==> src/rtl/coin_collector.sv <==
// coin_collector: coin slot front-end for the vending controller.
// Accumulates saturating per-denomination counts and issues one purchase request.
module coin_collector #(
    parameter int unsigned TIMEOUT_CYCLES = 1000
) (
    input  logic       clk,
    input  logic       reset,
    input  logic       coinValid,
    input  logic [1:0] coinType,
    input  logic       itemValid,
    input  logic [1:0] itemSel,
    input  logic       cancel,
    input  logic [1:0] serviceTypeIn,
    output logic [1:0] coinInNTD_50,
    output logic [1:0] coinInNTD_10,
    output logic [1:0] coinInNTD_5,
    output logic [1:0] coinInNTD_1,
    output logic [1:0] itemTypeIn,
    output logic       coinReject,
    output logic       refundValid,
    output logic [1:0] refundNTD_50,
    output logic [1:0] refundNTD_10,
    output logic [1:0] refundNTD_5,
    output logic [1:0] refundNTD_1,
    output logic [7:0] totalValue,
    output logic       busy
);

    typedef enum logic [2:0] {
        IDLE    = 3'd0,
        COLLECT = 3'd1,
        ARMED   = 3'd2,
        ISSUE   = 3'd3,
        WAIT    = 3'd4
    } state_t;

    localparam logic [15:0] TMO_LAST = 16'(TIMEOUT_CYCLES - 1);

    state_t          state_q, state_d;
    logic [3:0][1:0] cnt_q, cnt_d;
    logic [1:0]      item_q, item_d;
    logic [15:0]     tmo_q, tmo_d;
    logic            rej_q, rej_d;
    logic            rfv_q, rfv_d;
    logic [3:0][1:0] rf_q, rf_d;
    logic [3:0][1:0] req_q, req_d;
    logic [1:0]      reqitem_q, reqitem_d;
    logic [7:0]      total_q, total_d;
    logic            busy_q, busy_d;

    logic evt, expire, refund;

    always_comb begin
        state_d = state_q;
        cnt_d   = cnt_q;
        item_d  = item_q;
        rej_d   = 1'b0;
        rfv_d   = 1'b0;
        rf_d    = '0;
        refund  = 1'b0;
        evt     = coinValid | itemValid;
        // an idle cycle that would reach the limit behaves as cancel
        expire  = !evt && (tmo_q == TMO_LAST);

        unique case (state_q)
            IDLE: begin
                if (coinValid) begin
                    cnt_d           = '0;
                    cnt_d[coinType] = 2'd1;
                    state_d         = COLLECT;
                end
            end
            COLLECT: begin
                if (coinValid) begin
                    if (cnt_q[coinType] == 2'd3) rej_d = 1'b1;
                    else cnt_d[coinType] = cnt_q[coinType] + 2'd1;
                end
                if (cancel || expire) begin
                    refund = 1'b1;
                end else if (itemValid && itemSel != 2'b00) begin
                    item_d  = itemSel;
                    state_d = ARMED;
                end
            end
            ARMED: begin
                rej_d = coinValid;
                if (cancel || expire) refund = 1'b1;
                else if (serviceTypeIn == 2'b01) state_d = ISSUE;
            end
            ISSUE: begin
                rej_d   = coinValid;
                cnt_d   = '0;
                state_d = WAIT;
            end
            WAIT: begin
                rej_d = coinValid;
                if (serviceTypeIn == 2'b00) state_d = IDLE;
            end
            default: begin
                cnt_d   = '0;
                item_d  = 2'd0;
                state_d = IDLE;
            end
        endcase

        if (refund) begin
            rfv_d   = 1'b1;
            rf_d    = cnt_d;
            cnt_d   = '0;
            item_d  = 2'd0;
            state_d = IDLE;
        end

        if (state_d != state_q || evt) tmo_d = '0;
        else if (state_q == COLLECT || state_q == ARMED) tmo_d = tmo_q + 16'd1;
        else tmo_d = '0;

        req_d     = (state_d == ISSUE) ? cnt_d : '0;
        reqitem_d = (state_d == ISSUE) ? item_d : 2'd0;
        busy_d    = (state_d == ARMED) || (state_d == ISSUE) || (state_d == WAIT);
        total_d   = 8'd50 * {6'd0, cnt_d[0]} + 8'd10 * {6'd0, cnt_d[1]}
                  + 8'd5 * {6'd0, cnt_d[2]} + {6'd0, cnt_d[3]};
    end

    always_ff @(posedge clk) begin
        if (reset) begin
            state_q   <= IDLE;
            cnt_q     <= '0;
            item_q    <= 2'd0;
            tmo_q     <= '0;
            rej_q     <= 1'b0;
            rfv_q     <= 1'b0;
            rf_q      <= '0;
            req_q     <= '0;
            reqitem_q <= 2'd0;
            total_q   <= 8'd0;
            busy_q    <= 1'b0;
        end else begin
            state_q   <= state_d;
            cnt_q     <= cnt_d;
            item_q    <= item_d;
            tmo_q     <= tmo_d;
            rej_q     <= rej_d;
            rfv_q     <= rfv_d;
            rf_q      <= rf_d;
            req_q     <= req_d;
            reqitem_q <= reqitem_d;
            total_q   <= total_d;
            busy_q    <= busy_d;
        end
    end

    assign coinInNTD_50 = req_q[0];
    assign coinInNTD_10 = req_q[1];
    assign coinInNTD_5  = req_q[2];
    assign coinInNTD_1  = req_q[3];
    assign itemTypeIn   = reqitem_q;
    assign coinReject   = rej_q;
    assign refundValid  = rfv_q;
    assign refundNTD_50 = rf_q[0];
    assign refundNTD_10 = rf_q[1];
    assign refundNTD_5  = rf_q[2];
    assign refundNTD_1  = rf_q[3];
    assign totalValue   = total_q;
    assign busy         = busy_q;

endmodule

==> config.mk <==
export PLATFORM = sky130hd
export DESIGN_NAME = coin_collector
export DESIGN_NICKNAME = d
export VERILOG_FILES = /design/src/rtl/coin_collector.sv
export SDC_FILE = /design/constraint.sdc
export NUM_CORES = 1
export LEC_CHECK = 0
export BUFFER_PORTS_ARGS = -buffer_cell sky130_fd_sc_hd__clkbuf_2
export CORE_ASPECT_RATIO = 1.1
export CORE_MARGIN = 3
export CORE_UTILIZATION = 55
export DETAILED_ROUTE_END_ITERATION = 10
export PLACE_DENSITY_LB_ADDON = 0.05
export RECOVER_POWER = 100
export SLEW_MARGIN = 25
export SYNTH_ARGS = -nofsm -noshare
export SYNTH_HDL_FRONTEND = slang
export SYNTH_SLANG_ARGS = --single-unit
==> constraint.sdc <==
create_clock -name clk -period 5.7 [get_ports clk]
set_input_delay 0.57 -clock clk [delete_from_list [all_inputs] [get_ports clk]]
set_output_delay 0.57 -clock clk [all_outputs]
set_load 0.005 [all_outputs]
======== Word-level counts from Yosys, hierarchy flattened ========
Cells that the tools add are included.
storage, ports and cells
  register bits ........................... 58
  bits of input ports ..................... 11
  output and inout port bits .............. 29
  logic and storage cells ................. 92
operators by class
  add/subtract/negate cells ............... 5
  $mul .................................... 3
  magnitude comparators ................... 2
  equality and inequality tests ........... 11
  muxes and demuxes ....................... 28
  bitwise gates (word level) .............. 4
  reduce and logical (&&, ||, !) cells .... 19
operators with widths
  cell                                                                number
  8-bit two-way mux                                                   4
  8-bit case mux with 3 select lines                                  1
  3-bit two-way mux                                                   7
  16-bit by 1-bit adder with 16-bit output (second input constant)    1
  16-bit by 10-bit == test with 1-bit output (second input constant)  1
  3-bit case mux with 5 select lines                                  1
  3-bit by 2-bit == test with 1-bit output (second input constant)    4
  3-bit by 2-bit multiplier with 5-bit output (first input constant)  2
  2-bit two-way mux                                                   5
  8-bit by 2-bit adder with 8-bit output                              1
  8-bit by 5-bit adder with 8-bit output                              1
  8-bit by 6-bit adder with 8-bit output                              1
  8-bit bitwise mux                                                   1
  2-bit OR reduction                                                  4
  5-bit by 2-bit multiplier with 7-bit output (first input constant)  1
  3-bit == test (second input constant)                               2
  3-bit OR reduction                                                  2
  1-bit logical OR                                                    5
  1-bit two-way mux                                                   5
  2-bit binary-select mux with 2-bit select                           1
  2-bit demux with 2-bit select                                       1
  2-bit case mux with 2 select lines                                  1
  4-bit OR reduction                                                  1
  3-bit by 1-bit == test with 1-bit output (second input constant)    1
  other kinds (14)                                                    18

======== Longest topological paths before layout ========
  depth in word-level cells ............... 13
  mapped depth ............................ 19
  gate-level depth less buffers ........... 18

======== Least setup slack after synthesis ========
OpenSTA, ideal clock, no wires.
  path type ............................... input port to flip-flop
  from .................................... in coinType[0]
  to ...................................... reg total_q[6] (netlist: totalValue[6])
  library setup time ...................... 0.128 ns
  arrival ................................. 4.363 ns
  required time ........................... 5.572 ns
  path slack .............................. 1.209 ns
  cell stages on the path ................. 18
  buffers on the path ..................... 1
  cells stage by stage .................... clkbuf_1 mux4_2 ha_1 nor4b_1 o22ai_1 a22oi_1 nor2_1 ha_1 inv_1 fa_1 inv_1 ha_1 a21o_1 a21oi_1 o21bai_1 a21oi_1 xor2_1 nor2_1
RTL lines
  what                  RTL line  RTL
  start, declared       9         input logic [1:0] coinType,
  end signal, assigned  148       total_q <= total_d;
  end, declared         48        logic [7:0] total_q, total_d;

==> impl_metrics.ini <==
[status]
status = finished clean

[drt]
wire_per_inst_um = 13.7
drtPass1Iterations = 4
totalWireLength_um = 5710
drt_iter0_drc = 190
viasPerCell = 5.48
vias = 2273
post-route-drc-count = 0
ant_nets = 0

[cts]
clk_path_buf_depth = 2
htree_num_levels = 3
clk_latency_ns = 0.33
clkTransAtPathRegs_ns = 0.06
clock_sinks = 58
post_cts_buffers = 0
cts_tree = yes
numCtsBuffers = 9
cts_root_buf = clkbuf_8
cts_resized = 0
holdBufCountCts = 0

[timing]
drv_slew = 0
slew_headroom_pct = 17.8
setup_viol = 0
rsz0062_at_grt = no
hold_viol = 0
period_needed_ns = 4.85
fmaxAchievable_mhz = 206
final.setup.tns_ns = 0
tightest_slew_ns = 1.20
fin_crit_sh_pct = 85.1
finClkSkew_ns = 0.00732

[placed_design]
place_congestion = 0.838
portBuffers = 39
dp_hpwl_um = 4120
post-place-cells = 399

[worst_setup_path]
critPathMostFrequentCell = ha_1
required_ns = 5.91
crit_path_start_kind = input pin
critPathKind = input pin to flip-flop
max_stage_delay_ns = 0.57
crit_arrival_ns = 5.06
worst_setup_path_end_kind = flip-flop
ff2ff_path_depth = 17
slowest_stage = mux4_2
worstPathMaxFanout = 9
worstPathCellList = clkbuf_1 -> mux4_2 -> ha_1 -> nand2b_1 -> nor3_1 -> a22oi_1 -> nor2_1 -> ha_1 -> inv_1 -> fa_1 -> inv_1 -> ha_1 -> a21o_1 -> a21oi_1 -> o21bai_1 -> a21oi_1 -> xor2_1 -> nor2_1

[power]
p_leak_nw = 1.31
p_per_area_nw_per_um2 = 276
ir_worst_vdd_v = 0.000270

[cells_and_area]
antenna_cells = 0
fillers = 436
area_delta_synth_final_pct = 12.9
drive_above_1_share_pct = 12.0
finalNonFillerCells = 415
final_nets = 385

[synth]
synth-edff-count = 0
yosysSeqAreaShare_pct = 41.3
synth-warning-count = 0
yosysUniqueCellTypes = 46
synth.net_count = 346
yosysMostFrequentCell = nor2_1
syn-cell-area_um2 = 2810
avgSynthCellArea_um2 = 8.92
syn_inst = 315
yosys.area.top_type = dfxtp_1
synthTopCellsByArea = dfxtp_1 (41%), nor2_1 (8.2%), ha_1 (7.6%)
synth_top_flop_cell = dfxtp_1
async_reset_ff_share_pct = 0
synthTopCellsByCount = nor2_1 (61), dfxtp_1 (58), inv_1 (23)
synth_top_area_share_pct = 41.3
synth_seq_cells = 58

[global_route]
grt_pass1_wl_um = 9850
antenna_found_initial = 0
grt_max_degree = 23
grtUsageTotal_pct = 21.3
grt_pass1_vias = 2144
grt_overflow_total = 0

[die]
die_w_um = 74.1
die_y_um = 81.0
rows = 26
core-area_um2 = 4780
initial_utilization_pct = 58.7
io_pins = 40
die_area_um2 = 6000

[job]
max_cap_viol_count = 0

[worst_hold_path]
hold_path_class = flip-flop to flip-flop
hold_depth = 1
==> cell families after synthesis <==
family / share of synthesized area [%]
xor+xnor: 6.55
mux: 2.09
compound gates: 11.1
simple gates: 24.1
flops: 41.3
fa+ha+maj: 9.71
buf+inv: 5.08
==> power breakdown <==
| part | switching [mW] | total (mW) | internal, mW |
|---|---|---|---|
| Clock | 0.159 | 0.382 | 0.223 |
| Sequential | 0.00534 | 0.418 | 0.413 |
| Combinational | 0.0438 | 0.0740 | 0.0302 |
==> worst max-delay path: cells and delay by family <==
kind / cells / cell delay (ns)
AOI/OAI and AO/OA: 5 / 0.95
xor gates and xnor gates: 1 / 0.16
adders and majority gates: 4 / 1.21
buffers and inverters: 3 / 0.46
muxes: 1 / 0.57
and+or+nand+nor: 4 / 1.13
==> state kept, by name, summed over array words and instances (netlist names), 3 cells and up <==
| name | count |
|---|---|
| cnt_q | 8 |
| totalValue | 8 |
| tmo_q | 16 |
| state_q | 3 |
==> through the flow <==
stage               setup WS (ns)  utilization (%)  hold WS, ns  cell area [um^2]  power, mW
global placement            0.903             63.1        0.460              3020      0.502
detailed placement          0.780             63.1        0.466              3020      0.502
CTS                          1.06             67.4        0.481              3220      0.886
global route                0.504             66.3        0.520              3170      0.914
finish                      0.850             66.3        0.470              3170      0.874
floorplan                    1.21                -        0.441              2810      0.482
==> per-layer routing <==
metal	share of wire, %	vias up	track usage, %
li1	-	1151	-
met1	47	1051	27.8
met2	47	64	33.6
met3	5.3	7	5.94
met4	1.4	0	7.43
met5	0	-	0
==> cell type report <==
cell class              count  area, um^2  share of cell area (%)
clock buffers              11         151                    4.77
clock inverters             5        52.6                    1.66
inverters                  23        86.3                    2.72
multi-input cells         223        1480                    46.6
flip-flops and latches     58        1160                    36.6
well taps                  56        70.1                    2.21
repair buffers             39         171                    5.40
==> final timing paths <==
check	startpoint	end	slack (ns)
hold / removal	tmo_q[0]$_SDFF_PP0_	tmo_q[0]$_SDFF_PP0_	0.47
hold reg to reg	tmo_q[0]$_SDFF_PP0_	tmo_q[0]$_SDFF_PP0_	0.47
setup reg to reg	cnt_q[0]$_SDFF_PP0_	totalValue[6]$_SDFF_PP0_	1.18
setup / recovery	coinType[0]	totalValue[6]$_SDFF_PP0_	0.85
==> cells in the final DEF, fill, tap and decap left out, drive strengths merged, types with 9 or more instances in the layout <==
master / count
a21oi: 10
clkbuf: 50
dfxtp: 58
ha: 17
inv: 23
nand2: 10
nand3: 9
nor2: 61
nor3: 9
xnor2: 11
xor2: 10
Note: power is estimated with default switching activity, not from simulation.
